**src/rtl/cnn_ctrl_pkg.sv**
```systemverilog
// Shared types and constants for the CNN frame sequencer.
// FSM state encoding, message codes, class indices, argmax helper.
package cnn_ctrl_pkg;

    typedef enum logic [2:0] {
        IDLE,
        WAIT_VS,
        STREAM,
        WAIT_RESULT,
        DECIDE
    } state_t;

    localparam logic [2:0] MSG_NONE = 3'b000;
    localparam logic [2:0] MSG_CIR  = 3'b001;
    localparam logic [2:0] MSG_TRI  = 3'b010;
    localparam logic [2:0] MSG_REC  = 3'b011;

    localparam logic [1:0] CLS_CIR = 2'd0;
    localparam logic [1:0] CLS_TRI = 2'd1;
    localparam logic [1:0] CLS_REC = 2'd2;

    // Strict greater-than keeps ties on the lower index.
    function automatic logic [1:0] argmax3(
        input logic signed [31:0] s0,
        input logic signed [31:0] s1,
        input logic signed [31:0] s2
    );
        logic signed [31:0] best;
        logic [1:0]         idx;
        best = s0;
        idx  = CLS_CIR;
        if (s1 > best) begin
            best = s1;
            idx  = CLS_TRI;
        end
        if (s2 > best) begin
            idx = CLS_REC;
        end
        return idx;
    endfunction

    function automatic logic [2:0] msg_of(input logic [1:0] cls);
        case (cls)
            CLS_CIR: return MSG_CIR;
            CLS_TRI: return MSG_TRI;
            CLS_REC: return MSG_REC;
            default: return MSG_NONE;
        endcase
    endfunction

endpackage

```
**src/rtl/cnn_roi_window.sv**
```systemverilog
// Camera sync edge detection, pixel x/y counters and ROI window decode.
// Ports: clk, rst_n, cam_vsync, cam_href in; in_roi, roi_last, frame_start out.
module cnn_roi_window #(
    parameter int SRC_WIDTH  = 640,
    parameter int SRC_HEIGHT = 480,
    parameter int ROI_X0     = 306,
    parameter int ROI_Y0     = 226,
    parameter int IMG_WIDTH  = 28,
    parameter int IMG_HEIGHT = 28
) (
    input  logic clk,
    input  logic rst_n,
    input  logic cam_vsync,
    input  logic cam_href,
    output logic in_roi,
    output logic roi_last,
    output logic frame_start
);

    localparam int XW = $clog2(SRC_WIDTH + 1);
    localparam int YW = $clog2(SRC_HEIGHT + 1);

    localparam logic [XW-1:0] X_LO = XW'(ROI_X0);
    localparam logic [XW-1:0] X_HI = XW'(ROI_X0 + IMG_WIDTH - 1);
    localparam logic [YW-1:0] Y_LO = YW'(ROI_Y0);
    localparam logic [YW-1:0] Y_HI = YW'(ROI_Y0 + IMG_HEIGHT - 1);

    logic          vsync_q;
    logic          vsync_qq;
    logic          href_q;
    logic          href_qq;
    logic [XW-1:0] x;
    logic [YW-1:0] y;
    logic          href_fall;

    assign href_fall   = href_qq & ~href_q;
    assign frame_start = vsync_q & ~vsync_qq;

    always_ff @(posedge clk or negedge rst_n) begin
        if (!rst_n) begin
            vsync_q  <= 1'b0;
            vsync_qq <= 1'b0;
            href_q   <= 1'b0;
            href_qq  <= 1'b0;
            x        <= '0;
            y        <= '0;
        end else begin
            vsync_q  <= cam_vsync;
            vsync_qq <= vsync_q;
            href_q   <= cam_href;
            href_qq  <= href_q;
            if (href_fall) begin
                x <= '0;
            end else if (href_q) begin
                x <= x + 1'b1;
            end
            if (frame_start) begin
                y <= '0;
            end else if (href_fall) begin
                y <= y + 1'b1;
            end
        end
    end

    // x/y describe the pixel currently held in the registered data copy.
    assign in_roi = href_q
                 && (x >= X_LO) && (x <= X_HI)
                 && (y >= Y_LO) && (y <= Y_HI);

    assign roi_last = in_roi && (x == X_HI) && (y == Y_HI);

endmodule

```
**src/rtl/cnn_frame_sequencer.sv**
```systemverilog
// Frame-level controller: crops the camera ROI into the CNN and latches the class.
// Ports: clk, rst_n, en, freeze, cam_*, class_valid, score0..2 in; cnn_*, result_*, msg_code, busy, timeout_err out.
module cnn_frame_sequencer
    import cnn_ctrl_pkg::*;
#(
    parameter int SRC_WIDTH  = 640,
    parameter int SRC_HEIGHT = 480,
    parameter int ROI_X0     = 306,
    parameter int ROI_Y0     = 226,
    parameter int IMG_WIDTH  = 28,
    parameter int IMG_HEIGHT = 28,
    parameter int TIMEOUT    = 4096
) (
    input  logic               clk,
    input  logic               rst_n,
    input  logic               en,
    input  logic               freeze,
    input  logic               cam_vsync,
    input  logic               cam_href,
    input  logic [7:0]         cam_data,
    output logic               cnn_flush,
    output logic               cnn_valid,
    output logic [7:0]         cnn_data,
    input  logic               class_valid,
    input  logic signed [31:0] score0,
    input  logic signed [31:0] score1,
    input  logic signed [31:0] score2,
    output logic               result_valid,
    output logic [1:0]         result_class,
    output logic [2:0]         msg_code,
    output logic               busy,
    output logic               timeout_err
);

    localparam int            TW   = $clog2(TIMEOUT);
    localparam logic [TW-1:0] TMAX = TW'(TIMEOUT - 1);

    state_t        state;
    state_t        state_nx;
    logic [7:0]    data_q;
    logic [TW-1:0] timer;
    logic [1:0]    winner;
    logic          timer_clr;
    logic          timeout_hit;
    logic          in_roi;
    logic          roi_last;
    logic          frame_start;
    logic          take_pix;
    logic          take_class;
    logic          publish;

    cnn_roi_window #(
        .SRC_WIDTH  (SRC_WIDTH),
        .SRC_HEIGHT (SRC_HEIGHT),
        .ROI_X0     (ROI_X0),
        .ROI_Y0     (ROI_Y0),
        .IMG_WIDTH  (IMG_WIDTH),
        .IMG_HEIGHT (IMG_HEIGHT)
    ) u_win (
        .clk         (clk),
        .rst_n       (rst_n),
        .cam_vsync   (cam_vsync),
        .cam_href    (cam_href),
        .in_roi      (in_roi),
        .roi_last    (roi_last),
        .frame_start (frame_start)
    );

    always_ff @(posedge clk or negedge rst_n) begin
        if (!rst_n) begin
            state <= IDLE;
        end else begin
            state <= state_nx;
        end
    end

    always_comb begin
        state_nx    = state;
        cnn_flush   = 1'b0;
        timer_clr   = 1'b0;
        timeout_hit = 1'b0;
        if (!en) begin
            state_nx = IDLE;
        end else begin
            unique case (state)
                IDLE: begin
                    state_nx = WAIT_VS;
                end
                WAIT_VS: begin
                    if (frame_start) begin
                        state_nx  = STREAM;
                        cnn_flush = 1'b1;
                    end
                end
                STREAM: begin
                    // A new vsync restarts a truncated frame in place.
                    if (frame_start) begin
                        cnn_flush = 1'b1;
                    end else if (roi_last) begin
                        state_nx  = WAIT_RESULT;
                        timer_clr = 1'b1;
                    end
                end
                WAIT_RESULT: begin
                    if (class_valid) begin
                        state_nx = DECIDE;
                    end else if (timer == TMAX) begin
                        state_nx    = WAIT_VS;
                        timeout_hit = 1'b1;
                    end
                end
                DECIDE: begin
                    state_nx = WAIT_VS;
                end
                default: begin
                    state_nx = IDLE;
                end
            endcase
        end
    end

    assign busy       = (state == STREAM) || (state == WAIT_RESULT);
    assign take_pix   = en && (state == STREAM) && in_roi && !frame_start;
    assign take_class = en && (state == WAIT_RESULT) && class_valid;
    assign publish    = en && (state == DECIDE) && !freeze;

    always_ff @(posedge clk or negedge rst_n) begin
        if (!rst_n) begin
            data_q       <= '0;
            cnn_valid    <= 1'b0;
            cnn_data     <= '0;
            timer        <= '0;
            winner       <= CLS_CIR;
            result_valid <= 1'b0;
            result_class <= CLS_CIR;
            msg_code     <= MSG_NONE;
            timeout_err  <= 1'b0;
        end else begin
            data_q    <= cam_data;
            cnn_valid <= take_pix;
            if (take_pix) begin
                cnn_data <= data_q;
            end
            if (timer_clr) begin
                timer <= '0;
            end else if (state == WAIT_RESULT) begin
                timer <= timer + 1'b1;
            end
            if (take_class) begin
                winner <= argmax3(score0, score1, score2);
            end
            result_valid <= publish;
            if (publish) begin
                result_class <= winner;
                msg_code     <= msg_of(winner);
            end
            if (cnn_flush) begin
                timeout_err <= 1'b0;
            end else if (timeout_hit) begin
                timeout_err <= 1'b1;
            end
        end
    end

endmodule

```
**config.mk**
```make
export PLATFORM = sky130hd
export DESIGN_NAME = cnn_frame_sequencer
export DESIGN_NICKNAME = d
export VERILOG_FILES = /design/src/rtl/cnn_ctrl_pkg.sv /design/src/rtl/cnn_roi_window.sv /design/src/rtl/cnn_frame_sequencer.sv
export SDC_FILE = /design/constraint.sdc
export NUM_CORES = 1
export LEC_CHECK = 0
export CAP_MARGIN = 30
export CELL_PAD_IN_SITES_DETAIL_PLACEMENT = 1
export CELL_PAD_IN_SITES_GLOBAL_PLACEMENT = 2
export CORE_ASPECT_RATIO = 1.2
export CORE_MARGIN = 3
export CORE_UTILIZATION = 31
export DETAILED_ROUTE_END_ITERATION = 7
export PLACE_DENSITY = 0.87
export REMOVE_ABC_BUFFERS = 1
export SLEW_MARGIN = 20
export SYNTH_ARGS = -nofsm -noshare
export SYNTH_HDL_FRONTEND = slang
export SYNTH_SLANG_ARGS = --single-unit
```
**constraint.sdc**
```tcl
create_clock -name clk -period 3.31 [get_ports clk]
set_input_delay 0.4965 -clock clk [delete_from_list [all_inputs] [get_ports clk]]
set_output_delay 0.4965 -clock clk [all_outputs]
set_load 0.1 [all_outputs]
```
==> flow_summary.ini <==
[logic_synthesis]
yosysMostFrequentCell = ha_1
syn-cell-area_um2 = 4690
synthTopCellsByArea = dfrtp_1 34%, ha_1 20%, mux2i_1 7.5%, nand2_1 4.4%, inv_1 3.7%
ys_warn_count = 0
yosys.area.top_type = dfrtp_1
synth_ff_type = dfrtp_1
synth_cell_types = 54
syn_inst = 507
synth_commonest_cells = 74 x ha_1, 63 x dfrtp_1, 55 x nand2_1
ys_ff_latch = 63
synth.top_cell.area_share_pct = 33.6
synth_seq_area_share_pct = 33.6
avgSynthCellArea_um2 = 9.25
synth-edff-count = 0
synthArstFlopShare_pct = 100

[placed_design]
place_area_um2 = 6510
place.gp.congestion = 0.913
dp_hpwl_mm = 12.3
io_buffers = 127
dp.cells = 871

[final_layout]
drive_gt1_share_pct = 32.6
antennaDiodeCount = 0
final_cells = 899
nets = 880
area_growth_pct = 57.2
design_area_um2 = 7370

[clock_network]
cts-buffers-inserted = 9
clockRootBuffer = clkbuf_16
tritoncts = done
cts_sinks = 63
clkLatencyLatePin_ns = 0.33
cts_buffer_depth = 2
htreeDepth = 3
ctsHoldBuffers = 0
cts.clk_slew.worst_paths_ns = 0.05

[sta]
worst_pin_slew_ns = 0.978
rsz0062_at_grt = true
period_share_pct = 125
relSlewSlack_pct = 34.6
fmax_ghz = 0.241
setup_ws_ns = -0.839
hold_ws_ns = 0.106
setup_violations = 2
fin_skew_ns = 0.00558
finalHoldViolations = 0
finalMaxSlewViolations = 0
finalCriticalPeriod_ns = 4.15

[global_route]
grt_max_degree = 33
grt_overflow_total = 0
grt.total_usage_pct = 18.8
grt_pass1_wl_mm = 25.4
grt_antenna_before_repair = 0
first_global_vias = 5231

[setup_path]
crit_path_end_kind = register
rr_worst_depth = 6
critPathArrivalTime_ns = 4.36
path_class = input pin to register
crit_required_ns = 3.53
crit_fanout = 5
start_kind = input pin

[outcome]
status = finished with violations
violations = setup timing

[power_and_ir_drop]
report.power.total_mw = 2.92
powerDensity_nw_per_um2 = 397
irDropWorstVdd_mv = 0.185
p_leak_nw = 3.37

[floorplanning]
die_w_um = 118
die_h_um = 141
io_pins = 129
die-area_um2 = 16600
initial_utilization_pct = 32.1
coreArea_um2 = 14600
row_count = 48

[route]
dr.first_iter.drc_count = 161
ant_nets = 0
routed_wl_mm = 15.7
vias_per_cell = 5.01
route.detailed.drc = 0
wl_per_cell_um = 17.5
dr.pass1.iters = 4
num_vias = 4501

[worst_hold_path]
min_path_type = input pin to asynchronous set/reset pin

[job]
cap_violations = 0
-- logic make-up (layout without fill, tap and decap cells) --
group           after synthesis  in the layout  synth area share, %
mux                          41             41                 9.15
other cells                   1              1               0.0800
flops                        63             63                 33.6
buf+inv                      59            251                 5.60
xor+xnor                     17             17                 3.18
fa+ha+maj                    74             74                 19.7
compound gates               81             81                 10.6
simple gates                171            171                 18.0
-- sequential cells by signal, summed over array words and instances (netlist names) --
register,cells
timer,12
u_win.vsync_qq,1
u_win.x,10
cnn_valid,1
data_q,8
timeout_err,1
u_win.href_qq,1
u_win.y,9
winner,2
result_valid,1
u_win.vsync_q,1
result_class,2
cnn_data,8
msg_code,2
u_win.href_q,1
state,3
-- per-stage QoR --
| step | setup TNS, ns | utilization (%) | worst slack [ns] |
|---|---|---|---|
| 3_5_place_dp | -3.85 | 44.6 | -2.00 |
| 6_report | -1.57 | 50.5 | -0.839 |
| 5_1_grt | -1.91 | 50.5 | -0.995 |
| 3_3_place_gp | -3.43 | 44.5 | -1.78 |
| 4_1_cts | -1.54 | 49.4 | -0.821 |
| 2_1_floorplan | -2.71 | - | -1.43 |
-- final timing paths --
check | start | slack [ns] | to
setup / recovery | score0[11] | -0.84 | winner[0]
hold / removal | rst_n | 0.11 | u_win.x[1]
setup reg to reg | u_win.x[4] | 0.84 | timer[3]
hold reg to reg | u_win.vsync_q | 0.37 | u_win.vsync_qq
max in group asynchronous | rst_n | 2.42 | cnn_data[4]
min in group clk | u_win.vsync_q | 0.37 | u_win.vsync_qq
-- cell type report --
| cell class | instances | area (µm²) |
|---|---|---|
| clock buffers | 12 | 256 |
| clock inverters | 3 | 42.5 |
| fillers | 1645 | 7220 |
| inverters | 47 | 181 |
| multi-input cells | 385 | 3420 |
| flip-flops and latches | 63 | 1580 |
| well taps | 200 | 250 |
| repair buffers | 189 | 1640 |
-- worst max-delay path, cell delays in order --
cell      delay, ns
buf_2          0.12
inv_2          0.05
ha_4           0.21
buf_4          0.13
a21oi_1        0.19
a21oi_1        0.15
o41ai_4        0.42
o311ai_4       0.18
mux2i_4        0.32
buf_6          0.19
mux2i_1        0.24
ha_1           0.18
nand4_1        0.12
or4_4          0.52
a21o_1         0.19
a21oi_2        0.13
nor3_2         0.05
a211o_1        0.25
a31o_2         0.20
-- power by group --
group	switching, mW	internal [mW]	total (mW)
combinational	0.492	0.515	1.01
sequential	0.115	0.867	0.981
clock	0.317	0.617	0.935
-- cell usage in the layout, fill, tap and decap left out, drive strengths merged, types with 2 or more instances in the layout --
master / count
xor2: 12
o21ai: 14
ha: 74
o311ai: 2
a21o: 8
nor3: 8
or3: 3
mux2i: 36
nor2b: 5
dfrtp: 63
o31ai: 3
clkdlybuf4s15: 12
clkdlybuf4s50: 58
nor4: 5
inv: 46
nand3: 20
clkinv: 2
nand4: 25
and2: 2
buf: 109
xnor2: 5
nor2: 34
nand2: 55
nand2b: 2
dlygate4sd2: 9
o211ai: 4
a21oi: 34
a211oi: 6
mux2: 5
and3: 4
clkbuf: 13
-- routing by layer --
| layer | global-route usage (%) | up-vias | share of wire [%] |
|---|---|---|---|
| li1 | - | 2175 | - |
| met1 | 19.7 | 2155 | 38 |
| met2 | 36.5 | 133 | 54 |
| met3 | 3.73 | 38 | 4.6 |
| met4 | 7.28 | 0 | 3.2 |
| met5 | 0 | - | 0 |
-- repair_timing --
action / 4_1_cts / 5_1_grt
setup buffers: 11 / 3
cloned: 1 / 0
pin swaps: 50 / 24
resized for setup: 294 / 45
setup endpoints to repair: 2 / 2
Power figures use the tool's default switching activity.
